[config.mk]
export PLATFORM = sky130hd
export DESIGN_NAME = reg_bank
export DESIGN_NICKNAME = d
export VERILOG_FILES = /design/src/rtl/mips_pkg.sv /design/src/rtl/reg_bank_rd_port.sv /design/src/rtl/reg_bank.sv
export SDC_FILE = /design/constraint.sdc
export NUM_CORES = 2
export LEC_CHECK = 0
export CAP_MARGIN = 20
export CORE_ASPECT_RATIO = 1.25
export CORE_UTILIZATION = 50
export DETAILED_ROUTE_END_ITERATION = 10
export GPL_TIMING_DRIVEN = 0
export HOLD_SLACK_MARGIN = 0.12
export PLACE_DENSITY = 0.64
export RECOVER_POWER = 50
export SLEW_MARGIN = 20
export SYNTH_ARGS = -nofsm -noshare
export SYNTH_HDL_FRONTEND = slang
export SYNTH_HIERARCHICAL = 1
export SYNTH_SLANG_ARGS = --single-unit
[constraint.sdc]
create_clock -name clk -period 3.4 [get_ports clk]
set_input_delay 0.68 -clock clk [delete_from_list [all_inputs] [get_ports clk]]
set_output_delay 0.68 -clock clk [all_outputs]
set_load 0.01 [all_outputs]
[src/rtl/mips_pkg.sv]
// rtl/mips_pkg.sv - shared MIPS datapath constants and types
package mips_pkg;

  localparam int DATA_W   = 32;
  localparam int ADDR_W   = 5;
  localparam int NUM_REGS = 1 << ADDR_W;

  localparam logic [ADDR_W-1:0] REG_ZERO = 5'd0;

  typedef logic [ADDR_W-1:0] reg_idx_t;
  typedef logic [DATA_W-1:0] word_t;

  // True for the architecturally hardwired zero register
  function automatic logic is_reg_zero(input reg_idx_t idx);
    return idx == REG_ZERO;
  endfunction

endpackage

[src/rtl/reg_bank_rd_port.sv]
// rtl/reg_bank_rd_port.sv - N:1 register read selector with index-0 reads forced to zero
module reg_bank_rd_port #(
  parameter int DATA_W   = 32,
  parameter int NUM_REGS = 32,
  parameter int ADDR_W   = 5
) (
  input  logic [DATA_W-1:0] regs [NUM_REGS],
  input  logic [ADDR_W-1:0] addr,
  output logic [DATA_W-1:0] data
);

  // select the addressed entry; index 0 always reads as zero regardless of storage
  always_comb begin
    data = '0;
    if (addr != '0) begin
      data = regs[addr];
    end
  end

endmodule

[src/rtl/reg_bank.sv]
// rtl/reg_bank.sv - 32x32 MIPS register bank, 1 write / 2 read / 1 debug port; REG_BANK_BYPASS_EN adds write-through bypass on ports a and b
module reg_bank
  import mips_pkg::*;
#(
  parameter int DATA_W   = mips_pkg::DATA_W,
  parameter int NUM_REGS = mips_pkg::NUM_REGS,
  parameter int ADDR_W   = mips_pkg::ADDR_W
) (
  input  logic              clk,
  input  logic              rst_n,
  input  logic              we,
  input  logic [ADDR_W-1:0] wr_addr,
  input  logic [DATA_W-1:0] wr_data,
  input  logic [ADDR_W-1:0] rd_addr_a,
  output logic [DATA_W-1:0] rd_data_a,
  input  logic [ADDR_W-1:0] rd_addr_b,
  output logic [DATA_W-1:0] rd_data_b,
  input  logic [ADDR_W-1:0] dbg_addr,
  output logic [DATA_W-1:0] dbg_data,
  output logic              dbg_written,
  output logic [15:0]       wr_count
);

  localparam logic [ADDR_W-1:0] ZERO_IDX = ADDR_W'(REG_ZERO);
  localparam logic [15:0]       CNT_MAX  = 16'hFFFF;

  logic [DATA_W-1:0]   regs_q [NUM_REGS];
  logic [NUM_REGS-1:0] written_q;
  logic [15:0]         wr_count_q;
  logic                wr_accept;

  logic [DATA_W-1:0]   port_a_data;
  logic [DATA_W-1:0]   port_b_data;
  logic [DATA_W-1:0]   port_dbg_data;

  // writes to the zero register are dropped entirely, including the count
  assign wr_accept = we && (wr_addr != ZERO_IDX);

  // register storage; entry 0 is cleared on reset and never written afterwards
  always_ff @(posedge clk or negedge rst_n) begin
    if (!rst_n) begin
      for (int i = 0; i < NUM_REGS; i++) begin
        regs_q[i] <= '0;
      end
    end else if (wr_accept) begin
      regs_q[wr_addr] <= wr_data;
    end
  end

  // per-register "written since reset" flags
  always_ff @(posedge clk or negedge rst_n) begin
    if (!rst_n) begin
      written_q <= '0;
    end else if (wr_accept) begin
      written_q[wr_addr] <= 1'b1;
    end
  end

  // accepted-write counter, sticks at all-ones instead of wrapping
  always_ff @(posedge clk or negedge rst_n) begin
    if (!rst_n) begin
      wr_count_q <= '0;
    end else if (wr_accept && (wr_count_q != CNT_MAX)) begin
      wr_count_q <= wr_count_q + 16'd1;
    end
  end

  reg_bank_rd_port #(
    .DATA_W   (DATA_W),
    .NUM_REGS (NUM_REGS),
    .ADDR_W   (ADDR_W)
  ) u_rd_port_a (
    .regs (regs_q),
    .addr (rd_addr_a),
    .data (port_a_data)
  );

  reg_bank_rd_port #(
    .DATA_W   (DATA_W),
    .NUM_REGS (NUM_REGS),
    .ADDR_W   (ADDR_W)
  ) u_rd_port_b (
    .regs (regs_q),
    .addr (rd_addr_b),
    .data (port_b_data)
  );

  reg_bank_rd_port #(
    .DATA_W   (DATA_W),
    .NUM_REGS (NUM_REGS),
    .ADDR_W   (ADDR_W)
  ) u_rd_port_dbg (
    .regs (regs_q),
    .addr (dbg_addr),
    .data (port_dbg_data)
  );

`ifdef REG_BANK_BYPASS_EN
  // forward the in-flight write to the operand ports; gated by rst_n so reset reads stay zero,
  // and wr_accept already excludes index 0 so the zero rule keeps priority
  logic bypass_a;
  logic bypass_b;

  assign bypass_a  = rst_n && wr_accept && (rd_addr_a == wr_addr);
  assign bypass_b  = rst_n && wr_accept && (rd_addr_b == wr_addr);
  assign rd_data_a = bypass_a ? wr_data : port_a_data;
  assign rd_data_b = bypass_b ? wr_data : port_b_data;
`else
  assign rd_data_a = port_a_data;
  assign rd_data_b = port_b_data;
`endif

  // debug port always shows stored state, never the in-flight write
  assign dbg_data    = port_dbg_data;
  assign dbg_written = (dbg_addr != ZERO_IDX) && written_q[dbg_addr];
  assign wr_count    = wr_count_q;

endmodule
== Word-level counts from Yosys, hierarchy flattened ==
Index checks and enable logic that the tools add are counted.

* Output and inout bits: 113
* Register bits: 1,072
* Input bits: 55
* Word-level logic and storage cells: 77

* Reductions and logical operators: 9
* $lt $le $gt $ge: 8
* Eq/ne operators: 1
* Bitwise operators: 5
* Mux-type cells: 19
* Add/subtract/negate cells: 1

{| class="wikitable"
|+ Operators with widths
! operator !! number
|-
| bitwise mux 1024 bit || 1
|-
| binary-select mux 32 bit (select 5 bit) || 3
|-
| 2-to-1 mux 32 bit || 10
|-
| demux 32 bit (select 5 bit) || 1
|-
| OR 32 bit || 1
|-
| >= comparator 6 bit (second input constant) || 4
|-
| inverter 5 -> 6 bit || 4
|-
| nonzero test 5 bit || 4
|-
| adder 16 x 1 -> 16 bit (second input constant) || 1
|-
| inequality test 16 bit (second input constant) || 1
|-
| less-than comparator 5 x 6 -> 1 bit (second input constant) || 2
|-
| less-than comparator 6 x 1 -> 1 bit (second input constant) || 1
|-
| binary-select mux 1 bit (select 5 bit) || 1
|-
| demux 1 bit (select 5 bit) || 1
|-
| >= comparator 5 x 1 -> 1 bit (second input constant) || 1
|-
| logical AND 1 bit || 5
|-
| 2-to-1 mux 1 bit || 2
|}

== Longest topological paths before layout ==
* Word-level depth: 6
* Gate-level depth with buffers: 7
* Depth with buffers taken out: 5

== Modules after synthesis ==
The synthesis kept the hierarchy.

{| class="wikitable"
|+ By module, submodules not included
! module !! area an instance (um2) !! cells an instance !! times used !! sequential area each (um2)
|-
| reg_bank || 40,576.4 || 2,469 || 1 || 26,800.7
|-
| reg_bank_rd_port || 8,368.0 || 664 || 3 || 0.0
|}

== Worst setup path before layout ==
No wires, ideal clock.

* Path type: input to output
* Start: input port dbg_addr[0]
* End: output port dbg_data[11]
* Data arrival time: 2,017 ps
* Stages on the path: 7
* Data required time: 2,720 ps
* Buffers on the path: 4
* Setup slack: 703 ps
* Cells stage by stage: buf_4 > inv_2 > buf_4 > buf_4 > clkbuf_1 > o2111ai_1 > a311oi_1

* Word-level cells in the longest chain between the ends: 5
* Elaborated cells on any way between the ends: 6
* Those cells by class: 4 x mux; 1 x bitwise; 1 x reduce/logical

{| class="wikitable"
|+ RTL lines
! item !! RTL line !! source
|-
| from (decl) || reg_bank.sv:18 || <nowiki>input logic [ADDR_W-1:0] dbg_addr,</nowiki>
|-
| inverter 5 -> 6 bit (not written as such) || reg_bank_rd_port.sv:16 || <nowiki>data = regs[addr];</nowiki>
|-
| binary-select mux 32 bit (select 5 bit) || reg_bank_rd_port.sv:16 ||
|-
| 2-to-1 mux 32 bit (not written as such) (2 in a row) || reg_bank_rd_port.sv:16 ||
|-
| 2-to-1 mux 32 bit * || reg_bank_rd_port.sv:15 || <nowiki>if (addr != '0) begin</nowiki>
|-
| to (decl) || reg_bank.sv:19 || <nowiki>output logic [DATA_W-1:0] dbg_data,</nowiki>
|}

Mark *: on every way between the ends. The rest lies on a longest branch, timed or not. The select of a mux whose other input is x is not followed.

== Worst setup path in the final report ==
* Start: input port rd_addr_b[3]
* End: output port rd_data_b[10]

* Word-level cells in the longest chain between the ends: 5
* Elaborated cells on any way between the ends: 6
* Those cells by class: 4 x mux; 1 x bitwise; 1 x reduce/logical

{| class="wikitable"
|+ RTL lines
! item !! RTL line !! source
|-
| from (decl) || reg_bank.sv:16 || <nowiki>input logic [ADDR_W-1:0] rd_addr_b,</nowiki>
|-
| inverter 5 -> 6 bit (not written as such) || reg_bank_rd_port.sv:16 ||
|-
| binary-select mux 32 bit (select 5 bit) || reg_bank_rd_port.sv:16 ||
|-
| 2-to-1 mux 32 bit (not written as such) (2 in a row) || reg_bank_rd_port.sv:16 ||
|-
| 2-to-1 mux 32 bit * || reg_bank_rd_port.sv:15 ||
|-
| to (decl) || reg_bank.sv:17 || <nowiki>output logic [DATA_W-1:0] rd_data_b,</nowiki>
|}

Marked as above.

==> flow_summary.yaml <==
synthesis:
  synth_top_area_frac: 0.4080
  synth-seq-cells: 1071
  netlist_area_um2: 65680
  ys_seq_area_frac: 0.4080
  netlist_instances: 4461
  synth_cell_types: 60
  synth_commonest_cells: "dfrtp_1, mux2_2, mux4_2"
  synth_ff_type: "dfrtp_1"
  syn_area_per_cell_um2: 14.72
  synth_edf_count: 0
  synth_area_leaders: "dfrtp_1, mux4_2, mux2_2, mux2i_1, buf_4"
  syn_nets: 4517
  synth_top_area_cell: "dfrtp_1"
  synth_most_common_cell: "dfrtp_1"
  synthArstFlopShare: 1.000
  ys_warn_count: 6
placed_design:
  dp_hpwl_mm: 203.0
  dpl.cell_count: 6358
  gp_congestion: 1.002
  dpl_cell_area_um2: 69820
  numPortBuffers: 156
power_and_ir_drop:
  power.switching_w: 0.01355
  powerDensity_nw_per_um2: 552.6
  total_power_w: 0.04342
  pwr-share-clk: 0.320
  switching_share: 0.3121
  ir_drop_mv: 0.4825
  intPower_w: 0.02987
  leakage_nw: 32.38
  seq_power_share: 0.403
  pwr-share-comb: 0.277
clock_network:
  clock-sinks: 1071
  cts_buffers: 115
  clk_latency_ns: 0.77
  cts_tree: "done"
  root_buffer: "clkbuf_16"
  clk_pin_slew_worst_paths_ns: 0.06
  cts-htree-levels: 3
  cts_max_path_buffers: 3
finish:
  drive_gt1_frac: 0.5630
  area_growth_pct: 19.62
  layout.nets: 4884
  final_area_um2: 78570
  final-instance-count-excl-fill: 6661
outcome:
  violations: "max-capacitance violations, max-slew violations, negative setup slack"
  status: "finished, violations left"
die:
  dieArea_um2: 132800
  floorplan.initialDensity: 0.5045
  fp.dieW_um: 326.2
  rows: 148
  core-area_um2: 130200
  ioPinCount: 168
  die_h_um: 407.2
setup_path:
  cp-end-kind: "primary output"
  critPathRequiredTime_ns: 2.72
  critPathLaunchType: "primary input"
  cp_data_arrival_time_ns: 2.83
  cp_max_fo: 10
  crit_type: "primary input to primary output"
route:
  ant_nets: 0
  vias_per_cell: 7.464
  vias: 49720
  wl_mm: 286.9
  first_iter_violations: 5853
  drtPass1Iterations: 8
  remaining_drc_errors: 0
  wl_per_cell_um: 43.08
hold_path:
  holdCritPathClass: "flip-flop to flip-flop"
job:
  drv_cap: 3
sta:
  worst_slack_ns: -0.1082
  maxSlewHeadroom: -0.1169
  setup_viol: 64
  rsz0062_at_grt: "yes"
  fmax_mhz: 285.0
  timing.final.crit_period_ns: 3.508
  fin_hold_ws_ns: 0.4649
  final.period_utilization: 1.032
  setup-tns-final_ns: -1.773
  worst_slew_pin_slew_ns: 1.669
  hold_viol_final: 0
  final_max_slew_viol_count: 21
  skew_ns: 0.03166
global_routing:
  grt_pass1_wl_mm: 393.1
  grt_overflow: 0
  track_usage: 0.4295
  grt_start_max_net_pins: 140
  grt_pass1_vias: 48990
  antenna_found_initial: 6
timing repair:
action                                  4_1_cts  5_1_grt
endpoints found under the setup margin       97       77
hold buffers                                  1        0
setup buffers                                19       54
cloned                                        4        8
pin swaps                                    97       54
endpoints found under the hold margin       111        0
resized for setup                          1012      143
state kept, by name, indices dropped and copies added, names as in the netlist:
| signal | flops |
|---|---|
| written_q | 31 |
| wr_count | 16 |
| regs_q | 1024 |
metrics by stage:
step | worst slack, ns | util
6_report | -0.1082 | 0.6035
3_3_place_gp | -48.00 | 0.5331
2_1_floorplan | 0.7027 | -
4_1_cts | -0.05737 | 0.5971
3_5_place_dp | -2.366 | 0.5363
5_1_grt | -0.06303 | 0.6033
path summary, 6_finish.rpt:
kind                         startpoint             to  slack [ns]  cells past startpoint
max                        rd_addr_b[3]  rd_data_b[10]       -0.11                      8
min                        written_q[2]   written_q[2]        0.46                      1
max reg2reg                 wr_count[2]    wr_count[1]        1.64                      4
min reg2reg                written_q[2]   written_q[2]        0.46                      1
max in group asynchronous         rst_n    regs_q[469]        0.94                      4
min in group asynchronous         rst_n    regs_q[551]        0.54                      2
cell type report:
class                           count  area [µm²]
Buffer                            529        4842
Antenna cell                       11       27.53
Tap cell                         1725        2158
Multi-Input combinational cell   2848       37910
Fill cell                       10090       51610
Sequential cell                  1071       26800
Clock buffer                      160        3329
Clock inverter                     54       758.2
Timing Repair Buffer              258        2716
Inverter                            5       23.77
critical path: stages:
cell and delay [ns]:
clkbuf_4 0.21, clkbuf_8 0.22, nor2b_2 0.18, buf_6 0.18, buf_8 0.19, a22oi_2 0.22
a311oi_4 0.68, buf_2 0.26
power by group through the flow:
stage / clock, W / sequential, W / combinational, W
floorplan: 0 / 0.0169 / 0.00742
global placement: 0 / 0.0175 / 0.0104
detailed placement: 0 / 0.0176 / 0.0107
CTS: 0.0140 / 0.0174 / 0.0115
global route: 0.0144 / 0.0179 / 0.0123
finish: 0.0139 / 0.0175 / 0.0120
placed cells by master (no fill, tap or decap), types with 23 or more instances in the layout:
master / instances
dfrtp_1: 1071
mux2_2: 1048
mux4_2: 674
mux2i_1: 200
clkbuf_1: 198
clkbuf_16: 137
buf_4: 129
o21ai_1: 121
nor2b_1: 101
buf_6: 90
nand2_1: 68
a311oi_2: 65
a221oi_1: 61
buf_12: 58
a22oi_2: 58
clkdlybuf4s50_1: 50
buf_8: 49
buf_2: 43
a22oi_1: 40
mux2_1: 40
clkbuf_8: 40
a211oi_2: 40
clkbuf_2: 39
o21ai_2: 39
dlygate4sd2_1: 35
a211oi_1: 35
a311oi_4: 31
clkbuf_4: 27
clkinv_2: 24
clkdlybuf4s15_1: 23
metal layers:
metal  routed length [µm]  vias up  global-route usage
li1                     -    18490                   -
met1                99230    26070              0.5260
met2               122200     3904              0.6235
met3                41050     1246              0.1816
met4                24130       12              0.2740
met5                  338        -                   0
logic make-up (layout without fill, tap and decap cells):
group           after synthesis  after routing  share of synthesized area
compound gates              563            563                    0.06246
xor+xnor                     14             14                   0.001867
fa+ha+maj                     1              1                  0.0001905
buf+inv                     542           1006                    0.04945
flops                      1071           1071                     0.4080
mux                        1967           1967                     0.4506
other cells                   0             11                          0
simple gates                303            303                    0.02734
Power figures use the tool's default switching activity.
